**config.mk**
```make
export PLATFORM = sky130hd
export DESIGN_NAME = kernel_ram_reader
export DESIGN_NICKNAME = d
export VERILOG_FILES = /design/src/rtl/kan_ram_pkg.sv /design/src/rtl/kernel_ram_reader_stream_fifo2.sv /design/src/rtl/kernel_ram_reader.sv
export SDC_FILE = /design/constraint.sdc
export NUM_CORES = 1
export LEC_CHECK = 0
export ABC_CLOCK_PERIOD_IN_PS = 4200
export CAP_MARGIN = 20
export CELL_PAD_IN_SITES_DETAIL_PLACEMENT = 2
export CELL_PAD_IN_SITES_GLOBAL_PLACEMENT = 2
export CORE_ASPECT_RATIO = 1.1
export CORE_MARGIN = 2
export CORE_UTILIZATION = 30
export DETAILED_ROUTE_END_ITERATION = 8
export HOLD_SLACK_MARGIN = 0.08
export PLACE_DENSITY_LB_ADDON = 0.1
export SLEW_MARGIN = 5
export SYNTH_ARGS = -nofsm -noshare
export SYNTH_HDL_FRONTEND = slang
export SYNTH_SLANG_ARGS = --single-unit
```
**constraint.sdc**
```tcl
create_clock -name clk -period 4.2 [get_ports clk]
set_input_delay 0.84 -clock clk [delete_from_list [all_inputs] [get_ports clk]]
set_output_delay 0.84 -clock clk [all_outputs]
set_load 0.03 [all_outputs]
```
**src/rtl/kan_ram_pkg.sv**
```systemverilog
// Shared definitions for the kernel RAM read path.
//   KAN_PTR_WIDTH  : default RAM address width (words = 2**KAN_PTR_WIDTH)
//   KAN_DATA_WIDTH : default RAM word width
//   KAN_LEN_WIDTH  : default burst length width (must hold 2**KAN_PTR_WIDTH)
//   rd_state_e     : reader controller states
package kan_ram_pkg;

  localparam int KAN_PTR_WIDTH  = 12;
  localparam int KAN_DATA_WIDTH = 128;
  localparam int KAN_LEN_WIDTH  = KAN_PTR_WIDTH + 1;

  typedef enum logic [1:0] {
    IDLE  = 2'd0,
    RUN   = 2'd1,
    DRAIN = 2'd2
  } rd_state_e;

endpackage

```
**src/rtl/kernel_ram_reader_stream_fifo2.sv**
```systemverilog
// stream_fifo2: two-entry FIFO carrying {data, last}. Entry 0 is always the
// head, so the output is a plain register read with no read pointer mux.
//   clk, rst   : clock, synchronous active-high reset
//   push_i     : write data_i/last_i (caller guarantees not full unless popping)
//   pop_i      : drop head (caller guarantees not empty)
//   data_o     : head data
//   last_o     : head last flag
//   occ_o      : occupancy 0..2
module stream_fifo2
  import kan_ram_pkg::*;
#(
  parameter int DATA_WIDTH = KAN_DATA_WIDTH
) (
  input  logic                  clk,
  input  logic                  rst,
  input  logic                  push_i,
  input  logic                  pop_i,
  input  logic [DATA_WIDTH-1:0] data_i,
  input  logic                  last_i,
  output logic [DATA_WIDTH-1:0] data_o,
  output logic                  last_o,
  output logic [1:0]            occ_o
);

  logic [DATA_WIDTH-1:0] d0_q, d0_d, d1_q, d1_d;
  logic                  l0_q, l0_d, l1_q, l1_d;
  logic [1:0]            occ_q, occ_d;

  always_comb begin
    d0_d  = d0_q;
    l0_d  = l0_q;
    d1_d  = d1_q;
    l1_d  = l1_q;
    occ_d = occ_q;
    case ({push_i, pop_i})
      2'b10: begin
        if (occ_q == 2'd0) begin
          d0_d = data_i;
          l0_d = last_i;
        end else begin
          d1_d = data_i;
          l1_d = last_i;
        end
        occ_d = occ_q + 2'd1;
      end
      2'b01: begin
        d0_d  = d1_q;
        l0_d  = l1_q;
        occ_d = occ_q - 2'd1;
      end
      2'b11: begin
        // occupancy unchanged; new word goes behind whatever survives the pop
        if (occ_q == 2'd2) begin
          d0_d = d1_q;
          l0_d = l1_q;
          d1_d = data_i;
          l1_d = last_i;
        end else begin
          d0_d = data_i;
          l0_d = last_i;
        end
      end
      default: ;
    endcase
  end

  always_ff @(posedge clk) begin
    if (rst) begin
      d0_q  <= '0;
      l0_q  <= 1'b0;
      d1_q  <= '0;
      l1_q  <= 1'b0;
      occ_q <= 2'd0;
    end else begin
      d0_q  <= d0_d;
      l0_q  <= l0_d;
      d1_q  <= d1_d;
      l1_q  <= l1_d;
      occ_q <= occ_d;
    end
  end

  assign data_o = d0_q;
  assign last_o = l0_q;
  assign occ_o  = occ_q;

endmodule

```
**src/rtl/kernel_ram_reader.sv**
```systemverilog
// kernel_ram_reader: turns a start/base/length command into reads on the
// kernel RAM read port (1-cycle latency) and presents the words as a
// valid/ready stream with a last marker.
//   clk, rst              : clock, synchronous active-high reset
//   start/base_addr/length: command, accepted only in IDLE
//   busy, done            : burst in progress / 1-cycle completion pulse
//   ram_ren/ram_addrb     : RAM read request
//   ram_dob               : RAM read data, valid the cycle after ram_ren
//   m_valid/m_ready/m_data/m_last : output stream
//
// state | meaning
// IDLE  | waiting for start; length 0 just pulses done
// RUN   | issuing reads as output credit allows
// DRAIN | all reads issued, waiting for the last word handshake
module kernel_ram_reader
  import kan_ram_pkg::*;
#(
  parameter int PTR_WIDTH  = KAN_PTR_WIDTH,
  parameter int DATA_WIDTH = KAN_DATA_WIDTH,
  parameter int LEN_WIDTH  = KAN_LEN_WIDTH
) (
  input  logic                  clk,
  input  logic                  rst,
  input  logic                  start,
  input  logic [PTR_WIDTH-1:0]  base_addr,
  input  logic [LEN_WIDTH-1:0]  length,
  output logic                  busy,
  output logic                  done,
  output logic                  ram_ren,
  output logic [PTR_WIDTH-1:0]  ram_addrb,
  input  logic [DATA_WIDTH-1:0] ram_dob,
  output logic                  m_valid,
  input  logic                  m_ready,
  output logic [DATA_WIDTH-1:0] m_data,
  output logic                  m_last
);

  rd_state_e             state_q, state_d;
  logic [PTR_WIDTH-1:0]  addr_q, addr_d;
  logic [LEN_WIDTH-1:0]  issue_rem_q, issue_rem_d;
  logic                  done_q, done_d;
  logic                  inflight_q, inflight_last_q;
  logic                  issue, pop;
  logic [1:0]            occ;
  logic                  head_last;
  logic [DATA_WIDTH-1:0] head_data;
  logic [2:0]            credit_used, credit_lim;

  assign pop = m_valid & m_ready;

  // Words stored plus the word on ram_dob must stay below the FIFO depth
  // after this cycle's pop, so a new read always has a slot when it lands.
  assign credit_used = {1'b0, occ} + {2'b00, inflight_q};
  assign credit_lim  = 3'd2 + {2'b00, pop};

  always_comb begin
    state_d     = state_q;
    addr_d      = addr_q;
    issue_rem_d = issue_rem_q;
    done_d      = 1'b0;
    issue       = 1'b0;
    case (state_q)
      IDLE: begin
        if (start) begin
          if (length != '0) begin
            addr_d      = base_addr;
            issue_rem_d = length;
            state_d     = RUN;
          end else begin
            done_d = 1'b1;
          end
        end
      end
      RUN: begin
        if ((issue_rem_q != '0) && (credit_used < credit_lim)) begin
          issue       = 1'b1;
          addr_d      = addr_q + PTR_WIDTH'(1);
          issue_rem_d = issue_rem_q - LEN_WIDTH'(1);
          if (issue_rem_q == LEN_WIDTH'(1)) state_d = DRAIN;
        end
      end
      DRAIN: begin
        if (pop && head_last) begin
          state_d = IDLE;
          done_d  = 1'b1;
        end
      end
      default: state_d = IDLE;
    endcase
  end

  always_ff @(posedge clk) begin
    if (rst) begin
      state_q         <= IDLE;
      addr_q          <= '0;
      issue_rem_q     <= '0;
      done_q          <= 1'b0;
      inflight_q      <= 1'b0;
      inflight_last_q <= 1'b0;
    end else begin
      state_q         <= state_d;
      addr_q          <= addr_d;
      issue_rem_q     <= issue_rem_d;
      done_q          <= done_d;
      inflight_q      <= issue;
      inflight_last_q <= issue && (issue_rem_q == LEN_WIDTH'(1));
    end
  end

  stream_fifo2 #(
    .DATA_WIDTH (DATA_WIDTH)
  ) u_fifo (
    .clk    (clk),
    .rst    (rst),
    .push_i (inflight_q),
    .pop_i  (pop),
    .data_i (ram_dob),
    .last_i (inflight_last_q),
    .data_o (head_data),
    .last_o (head_last),
    .occ_o  (occ)
  );

  assign ram_ren   = issue;
  assign ram_addrb = addr_q;
  assign busy      = (state_q != IDLE);
  assign done      = done_q;
  assign m_valid   = (occ != 2'd0);
  assign m_data    = head_data;
  // entry 0 can hold a stale flag after the last pop; only meaningful when valid
  assign m_last    = head_last & m_valid;

endmodule
```
# After elaboration in Yosys (flattened, before gate mapping)
# Cells that the tools add are included.
[classes]
addsub = 6
magnitude_cmp = 1
eq_ne = 15
muxes = 33
bitwise = 2
n_reduce_logical = 17
[ops]
columns = ["operator", "n"]
rows = [
  ["128-bit 2-to-1 mux", 4],
  ["128-bit one-hot mux with 3 select lines", 1],
  ["128-bit one-hot mux with 2 select lines", 1],
  ["13-bit 2-to-1 mux", 3],
  ["12-bit 2-to-1 mux", 3],
  ["13-bit one-hot mux with 2 select lines", 1],
  ["13-bit nonzero test", 2],
  ["12-bit one-hot mux with 2 select lines", 1],
  ["13-bit by 1-bit == test with 1-bit output, second input constant", 1],
  ["13-bit by 1-bit subtractor with 13-bit output, second input constant", 1],
  ["12-bit by 1-bit adder with 12-bit output, second input constant", 1],
  ["2-bit != test, second input constant", 6],
  ["2-bit 2-to-1 mux", 5],
  ["2-bit nonzero test", 5],
  ["1-bit 2-to-1 mux", 9],
  ["2-bit == test, second input constant", 4],
  ["2-bit one-hot mux with 3 select lines", 1],
  ["5-bit AND reduction", 1],
  ["2-bit by 1-bit == test with 1-bit output, second input constant", 2],
  ["2-bit logical NOT", 2],
  ["2-bit by 1-bit != test with 1-bit output, second input constant", 2],
  ["1-bit one-hot mux with 2 select lines", 2],
  ["2-bit one-hot mux with 2 select lines", 1],
  ["4-bit AND reduction", 1],
  ["11 further kinds", 14],
]
[word_totals]
register_bits = 290
output_inout_bits = 145
wordCells = 85

# Logic depth before layout (Yosys ltp)
[logic_depth]
word_depth = 8
mapped_depth = 11
mapped_depth_nobuf = 9

# Cells and area by module
# Synthesis repeated with hierarchy kept, for this count alone.
[unflattened]
hier_cells = 1672
hier_area_um2 = 14360.0
[by_module_without_submodules]
columns = ["mod", "n_inst", "cells_each", "area_each_um2", "seq_area_each_um2"]
rows = [
  ["stream_fifo2", 1, 1401, 12271.8, 5205.0],
  ["kernel_ram_reader", 1, 271, 2088.3, 600.6],
]

# Least setup slack after synthesis
# OpenSTA, ideal clock, no wires.
[synth_timing]
path_type = "input to output"
from = "input m_ready"
to = "output ram_ren"
arrival_time_ps = 2063
required_ps = 3360
path_slack_ps = 1297
cell_stages = 5
n_path_buf = 0
cell_sequence = "nor2b_4 > inv_2 > o21a_1 > or3_4 > nor2_1"
[synth_between]
elab_chain_cells = 6
[synth_lines]
columns = ["element", "line_no", "rtl"]
rows = [
  ["start, declared", "kernel_ram_reader.sv:33", "input logic m_ready,"],
  ["1-bit bitwise AND", "kernel_ram_reader.sv:49", "assign pop = m_valid & m_ready;"],
  ["2-bit by 1-bit adder with 3-bit output", "kernel_ram_reader.sv:54", "assign credit_lim = 3'd2 + {2'b00, pop};"],
  ["3-bit < comparator", "kernel_ram_reader.sv:75", "if ((issue_rem_q != '0) && (credit_used < credit_lim)) begin"],
  ["1-bit logical AND", "kernel_ram_reader.sv:75", ""],
  ["1-bit 2-to-1 mux", "kernel_ram_reader.sv:75", ""],
  ["1-bit 2-to-1 mux", "kernel_ram_reader.sv:62", "case (state_q)"],
  ["end, declared", "kernel_ram_reader.sv:29", "output logic ram_ren,"],
]
# No other way between the ends.

# Worst setup path in the final report
# Ends and elaborated chain as after synthesis.

==> results by stage <==
Run status:
- The run finished with clean final reports.

Detailed routing:
- In the final routed layout, each cell accounts on average for 20.45 um.
- After detailed routing, the number of remaining DRC violations is 0.
- The per-cell via count in the routed design is around 5.4.
- The via count is 11862.
- The count of routing violations after the opening detailed-route iteration is 441.
- The detailed-router iteration count before antenna repair is 5.
- In this run the remaining antenna-violating nets after routing total 0.
- For this block, the routed nets add up to 44830 um of wire.

Clock tree:
- CTS saw 290 sinks.
- In this run, post-CTS hold repair placed 0 buffers.
- The clock tree root driver cell is sky130_fd_sc_hd__clkbuf_16.
- The number of gates resized after CTS is 0.
- Clock-pin slew was measured on the worst setup and hold paths at roughly 0.050 ns.
- The number of buffers inserted by post-CTS setup repair is 0.
- Buffers inserted during clock tree synthesis total 35.
- The H-tree generated during clock tree synthesis spans 2 levels.
- Clock latency on the worst-skew pair, taken at its later pin, is 0.52 ns.
- The clock passes through at most 3 buffers.
- TritonCTS built the clock tree.

Setup path:
- The endpoint class of the critical path is an output pin.
- The worst reg2reg path startpoint is u_fifo.occ_o[0]$_SDFFE_PP0P_.
- The largest stage delay on the critical path is approximately 0.70 ns.
- The maximum fanout count along the critical path is 6.
- The worst-case reg-to-reg path depth is 10.
- The register-to-register path setup slack is 1.29 ns.
- Walking the worst path, the cells encountered are clkdlybuf4s50_1, nor2b_4, inv_2, o21a_1, or3_4, nor2_1, clkdlybuf4s50_1.
- The cell that appears most often on the critical path is sky130_fd_sc_hd__clkdlybuf4s50_1.
- The worst path buffer plus inverter count is 3.
- The cell type of the slowest stage on the worst timing path is sky130_fd_sc_hd__clkdlybuf4s50_1.
- The destination of the worst register-to-register timing path is u_fifo.d1_q[95]$_SDFFE_PP0P_.
- At the worst endpoint, the arrival time is around 3.0 ns.
- The largest delay contributor family on the critical path is buffers and inverters.
- The worst setup path category is in2out.
- The worst setup path is launched from a primary input.
- The data required time at the worst endpoint is between 3 and 4 ns.

Die:
- The die outline height is 211.3 um.
- The overall die area is 40670 um2.
- Row generation in the floorplan step produced between 70 and 80 rows.
- In this run the standard cell core region covers around 38000 um2.
- From left edge to right edge, the die measures between 150 and 200 um.
- The number of top-level pins is approximately 300.
- The initial standard-cell utilization of the core is 30.54%.

STA:
- After layout, the worst path uses 91.07% of the clock period.
- The setup TNS is 0 ns.
- After layout, the minimum clock period comes to 3.825 ns.
- The worst slack on hold paths is 0.4554 ns.
- The maximum achievable frequency is between 200 and 300 MHz.
- The number of failing hold endpoints at the final stage is 0.
- The clock skew after layout is between 0.02 and 0.03 ns.
- Setup repair after global routing left no endpoint under its margin.
- In this run the tightest slew margin relative to its limit is between 30 and 40%.
- The slew at the pin closest to its max-slew limit is roughly 1.0 ns.
- The number of setup violations in the final report is 0.
- The number of slew-limit violations in the final report is 0.

Pwr:
- Across the VDD grid, the largest voltage drop is 0.3414 mV.
- The total power divided by cell area is 684.3 nW/um2.
- The static leakage is 5.503 nW.

Synthesis:
- The Yosys warning count is 0.
- Among all cell types in the netlist, the one instantiated most often is sky130_fd_sc_hd__dfxtp_1.
- Counting flops with a built-in enable in the synthesized netlist gives 0.
- Counting distinct cell types in the post-synthesis netlist gives 55.
- After synthesis, the most frequently instantiated cells are 290 x sky130_fd_sc_hd__dfxtp_1, 282 x sky130_fd_sc_hd__nand2_1, 158 x sky130_fd_sc_hd__a21oi_1.
- Synthesis produced a netlist with a net count of about 1600.
- The most used flip-flop cell after synthesis is sky130_fd_sc_hd__dfxtp_1.
- Sequential elements use 49.53% of the synthesized area.
- After synthesis, the mean cell area works out to 8.128 um2.
- Synthesis inferred just under 300 register bits.
- The share of flip-flops with an asynchronous set or reset after synthesis is 0%.
- Summed over all instances, the cell type with the most area after synthesis is sky130_fd_sc_hd__dfxtp_1.
- Yosys attributes the largest share of cell area to sky130_fd_sc_hd__dfxtp_1 50%, sky130_fd_sc_hd__a221oi_1 9.6%, sky130_fd_sc_hd__nand2_1 9.0%.
- Synthesis produced a netlist whose cell count is 1442.
- The top cell type by area accounts for 49.53% of the synthesized area.
- The total standard cell area after synthesis is 11720 um2.

Job:
- The tool flagged a number of max-cap violations equal to 0.

Global route:
- The number of global-route vias before repair came to 12541.
- The pin count of the biggest net entering global routing is 149.
- The aggregate global routing overflow is 0.
- The total routing resource utilization after global routing is 21.63%.
- The initial antenna violation count is 5.
- The global-route wire length before repair is 69670 um.

Placement:
- The congestion estimate from routability-driven global placement came to 0.7613.
- The sum of net half-perimeters after detailed placement is approximately 27000 um.
- Port buffering added around 300 buffers.
- The cell area reported after detailed placement is 15170 um2.

Layout:
- Fill cells in the final layout number 4260.
- Across the whole layout, storage elements account for 5806 um2.
- The area of combinational cells with multiple inputs is 5424 um2.
- The layout cell share with drive strength beyond 1 is between 5 and 6%.
- The number of nets in the finished design is between 1500 and 2000.
- After routing the design area is about 16000 um2.
- Relative to the synthesized area, the layout overhead comes to 39.00%.

Min path:
- The min-delay analysis places its worst path in the category reg2reg.
- The endpoint with the worst hold slack is u_fifo.d1_q[7]$_SDFFE_PP0P_.
- The depth of the worst hold-timing path is 2.
- The hold path startpoint is u_fifo.d1_q[7]$_SDFFE_PP0P_.
==> layout make-up <==
type | instances | area share [%]
tap | 500 | 3.840
antenna | 3 | 0.04608
clock inverter | 9 | 0.4531
multi-input combinational | 1007 | 33.29
clock buffer | 50 | 6.335
timing repair buffer | 323 | 20.17
inverter | 10 | 0.2304
sequential | 290 | 35.63
==> worst max-delay path by stage <==
| stage | startpoint | to | slack (ns) | cells past startpoint |
|---|---|---|---|---|
| floorplan | m_ready | ram_ren | 1.30 | 5 |
| global placement | m_ready | ram_ren | 0.37 | 7 |
| detailed placement | m_ready | ram_ren | 0.38 | 7 |
| CTS | m_ready | ram_ren | 0.36 | 7 |
| global route | m_ready | ram_ren | 0.32 | 7 |
| finish | m_ready | ram_ren | 0.38 | 7 |
==> sequential cells by signal, summed over array words and instances (netlist names), 2 cells and up <==
name	cells
ram_addrb	12
state_q	2
u_fifo.occ_o	2
u_fifo.data_o	128
u_fifo.d1_q	128
issue_rem_q	13
==> where the power goes <==
group	switching (W)	internal [W]
combinational	0.00278	0.00166
sequential	0.000395	0.00335
clock	0.00120	0.00176
==> kinds of logic (layout without fill, tap and decap cells) <==
group | after synthesis | in the layout | share of synthesized area (%)
other | 0 | 3 | 0
AO/OA/AOI/OAI | 356 | 356 | 20.64
flip-flops | 290 | 290 | 49.53
buffers and inverters | 145 | 392 | 4.750
adder cells (fa/ha/maj) | 9 | 9 | 0.9607
multiplexers | 4 | 4 | 0.3523
XOR/XNOR | 2 | 2 | 0.1495
AND/OR/NAND/NOR | 636 | 636 | 23.61
==> cell usage in the layout (no fill, tap or decap), types with 3 or more instances in the layout <==
master and instances:
sky130_fd_sc_hd__clkdlybuf4s50_1 300, sky130_fd_sc_hd__dfxtp_1 290, sky130_fd_sc_hd__nand2_1 281, sky130_fd_sc_hd__a21oi_1 157, sky130_fd_sc_hd__nor2_1 152, sky130_fd_sc_hd__nor3_1 144
sky130_fd_sc_hd__a221oi_1 129, sky130_fd_sc_hd__clkbuf_16 35, sky130_fd_sc_hd__o21ai_0 19, sky130_fd_sc_hd__o31ai_1 14, sky130_fd_sc_hd__buf_4 13, sky130_fd_sc_hd__nor4_1 12
sky130_fd_sc_hd__or3_1 11, sky130_fd_sc_hd__clkbuf_8 10, sky130_fd_sc_hd__inv_1 9, sky130_fd_sc_hd__o311ai_0 9, sky130_fd_sc_hd__ha_1 9, sky130_fd_sc_hd__buf_12 8
sky130_fd_sc_hd__clkinv_2 7, sky130_fd_sc_hd__or4_1 6, sky130_fd_sc_hd__clkbuf_1 5, sky130_fd_sc_hd__nor2b_1 4, sky130_fd_sc_hd__diode_2 3, sky130_fd_sc_hd__nand3_1 3
sky130_fd_sc_hd__and2_1 3, sky130_fd_sc_hd__a31oi_1 3, sky130_fd_sc_hd__a211oi_1 3, sky130_fd_sc_hd__nand4_1 3
==> routing by layer <==
metal | up-vias | global-route usage (%) | wire (um)
met5 | - | 0 | 27
met4 | 4 | 7.291 | 1308
met3 | 73 | 5.139 | 2500
met2 | 250 | 36.47 | 21450
met1 | 5941 | 26.98 | 19540
li1 | 5594 | - | -
==> worst min-delay path, stage by stage (launching register included) <==
cell and delay [ns]:
sky130_fd_sc_hd__dfxtp_1 0.30, sky130_fd_sc_hd__nand2_1 0.05, sky130_fd_sc_hd__a21oi_1 0.05
==> per-stage QoR <==
stage / total power [W] / utilization, % / setup slack (ns) / cells
finish: 0.01115 / 42.45 / 0.3752 / 2192
global route: 0.01181 / 42.45 / 0.3216 / 2192
CTS: 0.01132 / 42.40 / 0.3566 / 2188
detailed placement: 0.008292 / 39.52 / 0.3769 / 2129
global placement: 0.008184 / 39.52 / 0.3736 / 2129
floorplan: 0.006334 / - / 1.297 / 1442
Note: power is estimated with default switching activity, not from simulation.
==> edit 1: new RTL, same settings <==
Encoding of `rd_state_e`: now one-hot (3 bits for 3 states).
--- a/src/rtl/kan_ram_pkg.sv
+++ b/src/rtl/kan_ram_pkg.sv
@@ -10,8 +10,8 @@
   localparam int KAN_LEN_WIDTH  = KAN_PTR_WIDTH + 1;
 
-  typedef enum logic [1:0] {
-    IDLE  = 2'd0,
-    RUN   = 2'd1,
-    DRAIN = 2'd2
+  typedef enum logic [2:0] {
+    IDLE  = 3'b001,
+    RUN   = 3'b010,
+    DRAIN = 3'b100
   } rd_state_e;
 
Check against the original RTL: same outputs for any inputs over 4 cycles, from zero or initial values and one cycle with rst high; so few cycles prove little.
==> edit 1 against the unedited design <==
  * Synthesized area up 0.59%
  * Design area is 0.44% higher
  * Setup slack better by 58 ps
  * Total power down 18%
  * Sequential power fell by 10%
  * Largest cell class unchanged
  * Fmax grew 1.5%
  * Sequential cell count grew 1
  * Highest routed layer unchanged
  * Wire length down 1.2%
==> edit 1: results <==
INSERT INTO impl_metrics (metric_group, metric, value, unit) VALUES
('place', 'detailedPlacementHpwl', '26630', 'um'),
('timing', 'tightest_slew', '1141', 'ps'),
('layout', 'nets', '1810', ''),
('global_routing', 'globalRouteMet2Util', '35.63', '%'),
('place', 'globalplace.congestion', '0.7243', ''),
('timing', 'timing.final.crit_period', '3767', 'ps'),
('layout', 'fillCellCount', '4289', ''),
('yosys', 'synth_fa_ha_area_share', '0.9551', '%'),
('place', 'pre_cts_ws', '419.3', 'ps'),
('setup_path', 'cp_data_arrival_time', '2930', 'ps'),
('global_routing', 'grtUsageMet1', '27.79', '%'),
('global_routing', 'initial_antenna_violation_count', '4', ''),
('yosys', 'syn_nets', '1583', ''),
('yosys', 'post_synth_xor_area_fraction', '0.2229', '%'),
('run_status', 'run_status', 'completed', ''),
('setup_path', 'slowest_stage_delay_cp', '740', 'ps'),
('global_routing', 'grt_pass1_vias', '12350', ''),
('yosys', 'synth_compound_gate_area_share', '21.79', '%'),
('yosys', 'netlist_top_cells_area', 'sky130_fd_sc_hd__dfxtp_1 (49%), sky130_fd_sc_hd__a221oi_1 (9.6%), sky130_fd_sc_hd__nand2_1 (8.9%), sky130_fd_sc_hd__a21oi_1 (6.5%), sky130_fd_sc_hd__nor3_1 (6.0%)', ''),
('pwr', 'power.static_leakage', '5.333', 'nW');
==> edit 1: changes by cell type after synthesis, sizes merged, moves of 4 or more <==
cell / unedited run / this run
clkbuf: 124 / 116
buf: 11 / 15
o21ai: 22 / 5
nor3b: 2 / 7
o32ai: 1 / 7
or3: 12 / 3
a21oi: 158 / 154
or4: 7 / 1
==> edit 1: worst reg2reg max path: stages (launching register included) <==
cell,delay (ps)
sky130_fd_sc_hd__dfxtp_1,410
sky130_fd_sc_hd__nor2_2,380
sky130_fd_sc_hd__nor2b_4,130
sky130_fd_sc_hd__ha_1,330
sky130_fd_sc_hd__nor2_1,260
sky130_fd_sc_hd__a21oi_1,110
sky130_fd_sc_hd__nand2_4,100
sky130_fd_sc_hd__buf_4,730
sky130_fd_sc_hd__nand2_1,210
sky130_fd_sc_hd__a21oi_1,200
==> edit 1: per-layer routing <==
layer	wire, um	part of all wire (%)
met5	26	0.059
met4	776	1.8
met3	2316	5.2
met2	21440	48
met1	19720	45
==> edit 1: cell families after synthesis <==
kind of cell | Yosys count
multiplexers | 2
adder cells (fa/ha/maj) | 9
AND/OR/NAND/NOR | 623
XOR/XNOR | 3
flip-flops | 291
AO/OA/AOI/OAI | 350
buffers and inverters | 139
==> edit 1: cell type report <==
class                           count  share of cell area, %
Timing Repair Buffer              321                  19.97
Clock buffer                       54                  6.598
Multi-Input combinational cell    987                  33.45
Inverter                            8                 0.1835
Tap cell                          507                  3.876
Sequential cell                   291                  35.60
Antenna cell                        3                0.04588
Clock inverter                      4                 0.2753
==> edit 1: power by group <==
part / switching [mW] / total [mW] / internal, mW
combinational: 1.72 / 2.82 / 1.09
clock: 1.20 / 3.02 / 1.82
sequential: 0.260 / 3.35 / 3.09
==> edit 1: path summary, 6_finish.rpt <==
| check | end | depth (start not counted) |
|---|---|---|
| worst max-delay path | ram_ren | 6 |
| worst min-delay path | u_fifo.d1_q[76]$_SDFFE_PP0P_ | 2 |
| worst max register to register | u_fifo.d1_q[68]$_SDFFE_PP0P_ | 9 |
| worst min register to register | u_fifo.d1_q[76]$_SDFFE_PP0P_ | 2 |
==> edit 1: metrics by stage <==
step           power [mW]  utilization, %  area [um^2]  instances  hold slack (ps)
3_5_place_dp        6.254           39.07        15230       2114            450.9
2_1_floorplan       5.051               -        11790       1417            431.9
6_report            9.178           41.97        16360       2175            457.5
3_3_place_gp        6.189           39.07        15230       2114            438.0
5_1_grt             9.681           41.97        16360       2174            479.7
4_1_cts             9.318           41.95        16360       2172            458.7
==> edit 2: new RTL, same flow settings <==
Without the edit above. `KAN_PTR_WIDTH`: 12 -> 14.
--- a/src/rtl/kan_ram_pkg.sv
+++ b/src/rtl/kan_ram_pkg.sv
@@ -6,5 +6,5 @@
 package kan_ram_pkg;
 
-  localparam int KAN_PTR_WIDTH  = 12;
+  localparam int KAN_PTR_WIDTH  = 14;
   localparam int KAN_DATA_WIDTH = 128;
   localparam int KAN_LEN_WIDTH  = KAN_PTR_WIDTH + 1;
Interface: changed (resized base_addr, length and ram_addrb); port bits go from 302 to 308. The function was not compared with the original's and may differ.
==> edit 2 against the unedited design <==
  * Synthesized area up 1.4%
  * Total power up 4.3%
  * Wire length up 1.5%
  * Sequential cell count up 4
  * Synthesized cell count up 0.42%
  * Design area up 1.3%
  * Highest routed layer unchanged
  * Setup slack worse by 110 ps
==> edit 2: results <==
INSERT INTO impl_metrics (metric_group, metric, value, unit) VALUES
('place', 'detailedPlacementHpwl', '28140', 'um'),
('run_status', 'run_status', 'completed', ''),
('drt', 'wire_per_inst', '20.65', 'um'),
('pwr', 'power.static_leakage', '5.519', 'nW'),
('setup_path', 'cp_data_arrival_time', '3100', 'ps'),
('setup_path', 'reg2reg_to', 'issue_rem_q[0]$_SDFFE_PP0P_', ''),
('setup_path', 'critPathMaxFanout', '3', ''),
('global_routing', 'initial_antenna_violation_count', '2', ''),
('place', 'number_of_port_buffers', '307', ''),
('timing', 'fin_hold_ws', '457.3', 'ps'),
('hold_path', 'holdPathEnd', 'u_fifo.d1_q[19]$_SDFFE_PP0P_', ''),
('clock_tree', 'num_cts_buffers', '36', ''),
('global_routing', 'grt_pass1_wl', '71880', 'um'),
('pwr', 'vdd_ir_drop_max', '0.4007', 'mV'),
('timing', 'worst_clock_skew', '10.05', 'ps'),
('hold_path', 'hold_start', 'u_fifo.d1_q[19]$_SDFFE_PP0P_', ''),
('timing', 'tightest_slew', '916.3', 'ps'),
('global_routing', 'grt_pass1_vias', '12710', ''),
('setup_path', 'r2r_start', 'issue_rem_q[4]$_SDFFE_PP0P_', ''),
('global_routing', 'grt_max_degree', '175', '');
[edit 2: power breakdown]
part / leakage [nW] / internal, mW / switching (mW)
combinational: 2.60 / 1.84 / 3.04
clock: 0.524 / 1.71 / 1.18
sequential: 2.40 / 3.42 / 0.437
[edit 2: stage by stage]
step                      utilization (%)  instance area (um^2)  worst slack (ps)  cells
after floorplan                         -                 11890              1227   1448
after global placement              39.44                 15410             250.6   2144
after detailed placement            39.48                 15430             242.8   2145
after CTS                           42.20                 16490             236.6   2202
after global routing                42.21                 16500             169.3   2203
final                               42.21                 16500             261.1   2203
[edit 2: per-layer routing]
metal  wire length (um)  GRT usage (%)  vias up
li1                   -              -     5663
met2              22190          37.36      258
met1              19850          26.98     5931
met5                 12              0        -
met4               1195          6.607        2
met3               2250          4.423       70
[edit 2: worst reg2reg max path, delay by kind of cell (launching register included)]
family	cells	cell delay, ps
AOI/OAI and AO/OA	2	910
and+or+nand+nor	3	1290
DFF	1	360
buffers and inverters	1	240
[edit 2: area by class of cell]
class / instances / area, um^2
Antenna cell: 1 / 2.502
Sequential cell: 294 / 5886
Fill cell: 4298 / 22590
Multi-Input combinational cell: 1006 / 5493
Clock buffer: 54 / 1050
Timing Repair Buffer: 331 / 3391
Inverter: 7 / 26.28
Clock inverter: 3 / 15.01
Tap cell: 507 / 634.4
[edit 2: logic make-up (layout without fill, tap and decap cells)]
family / count (synthesis) / count (layout) / synth area share [%]
compound gates: 365 / 365 / 21.57
xor+xnor: 2 / 2 / 0.1474
fa+ha+maj: 8 / 8 / 0.8421
buf+inv: 148 / 395 / 4.842
flops: 294 / 294 / 49.52
mux: 3 / 3 / 0.2526
other cells: 0 / 1 / 0
simple gates: 628 / 628 / 22.83
[edit 2: worst max-delay path by stage]
stage	cells after the start	end
CTS	7	ram_ren
floorplan	5	ram_ren
detailed placement	7	ram_ren
global route	7	ram_ren
global placement	7	ram_ren
finish	7	ram_ren
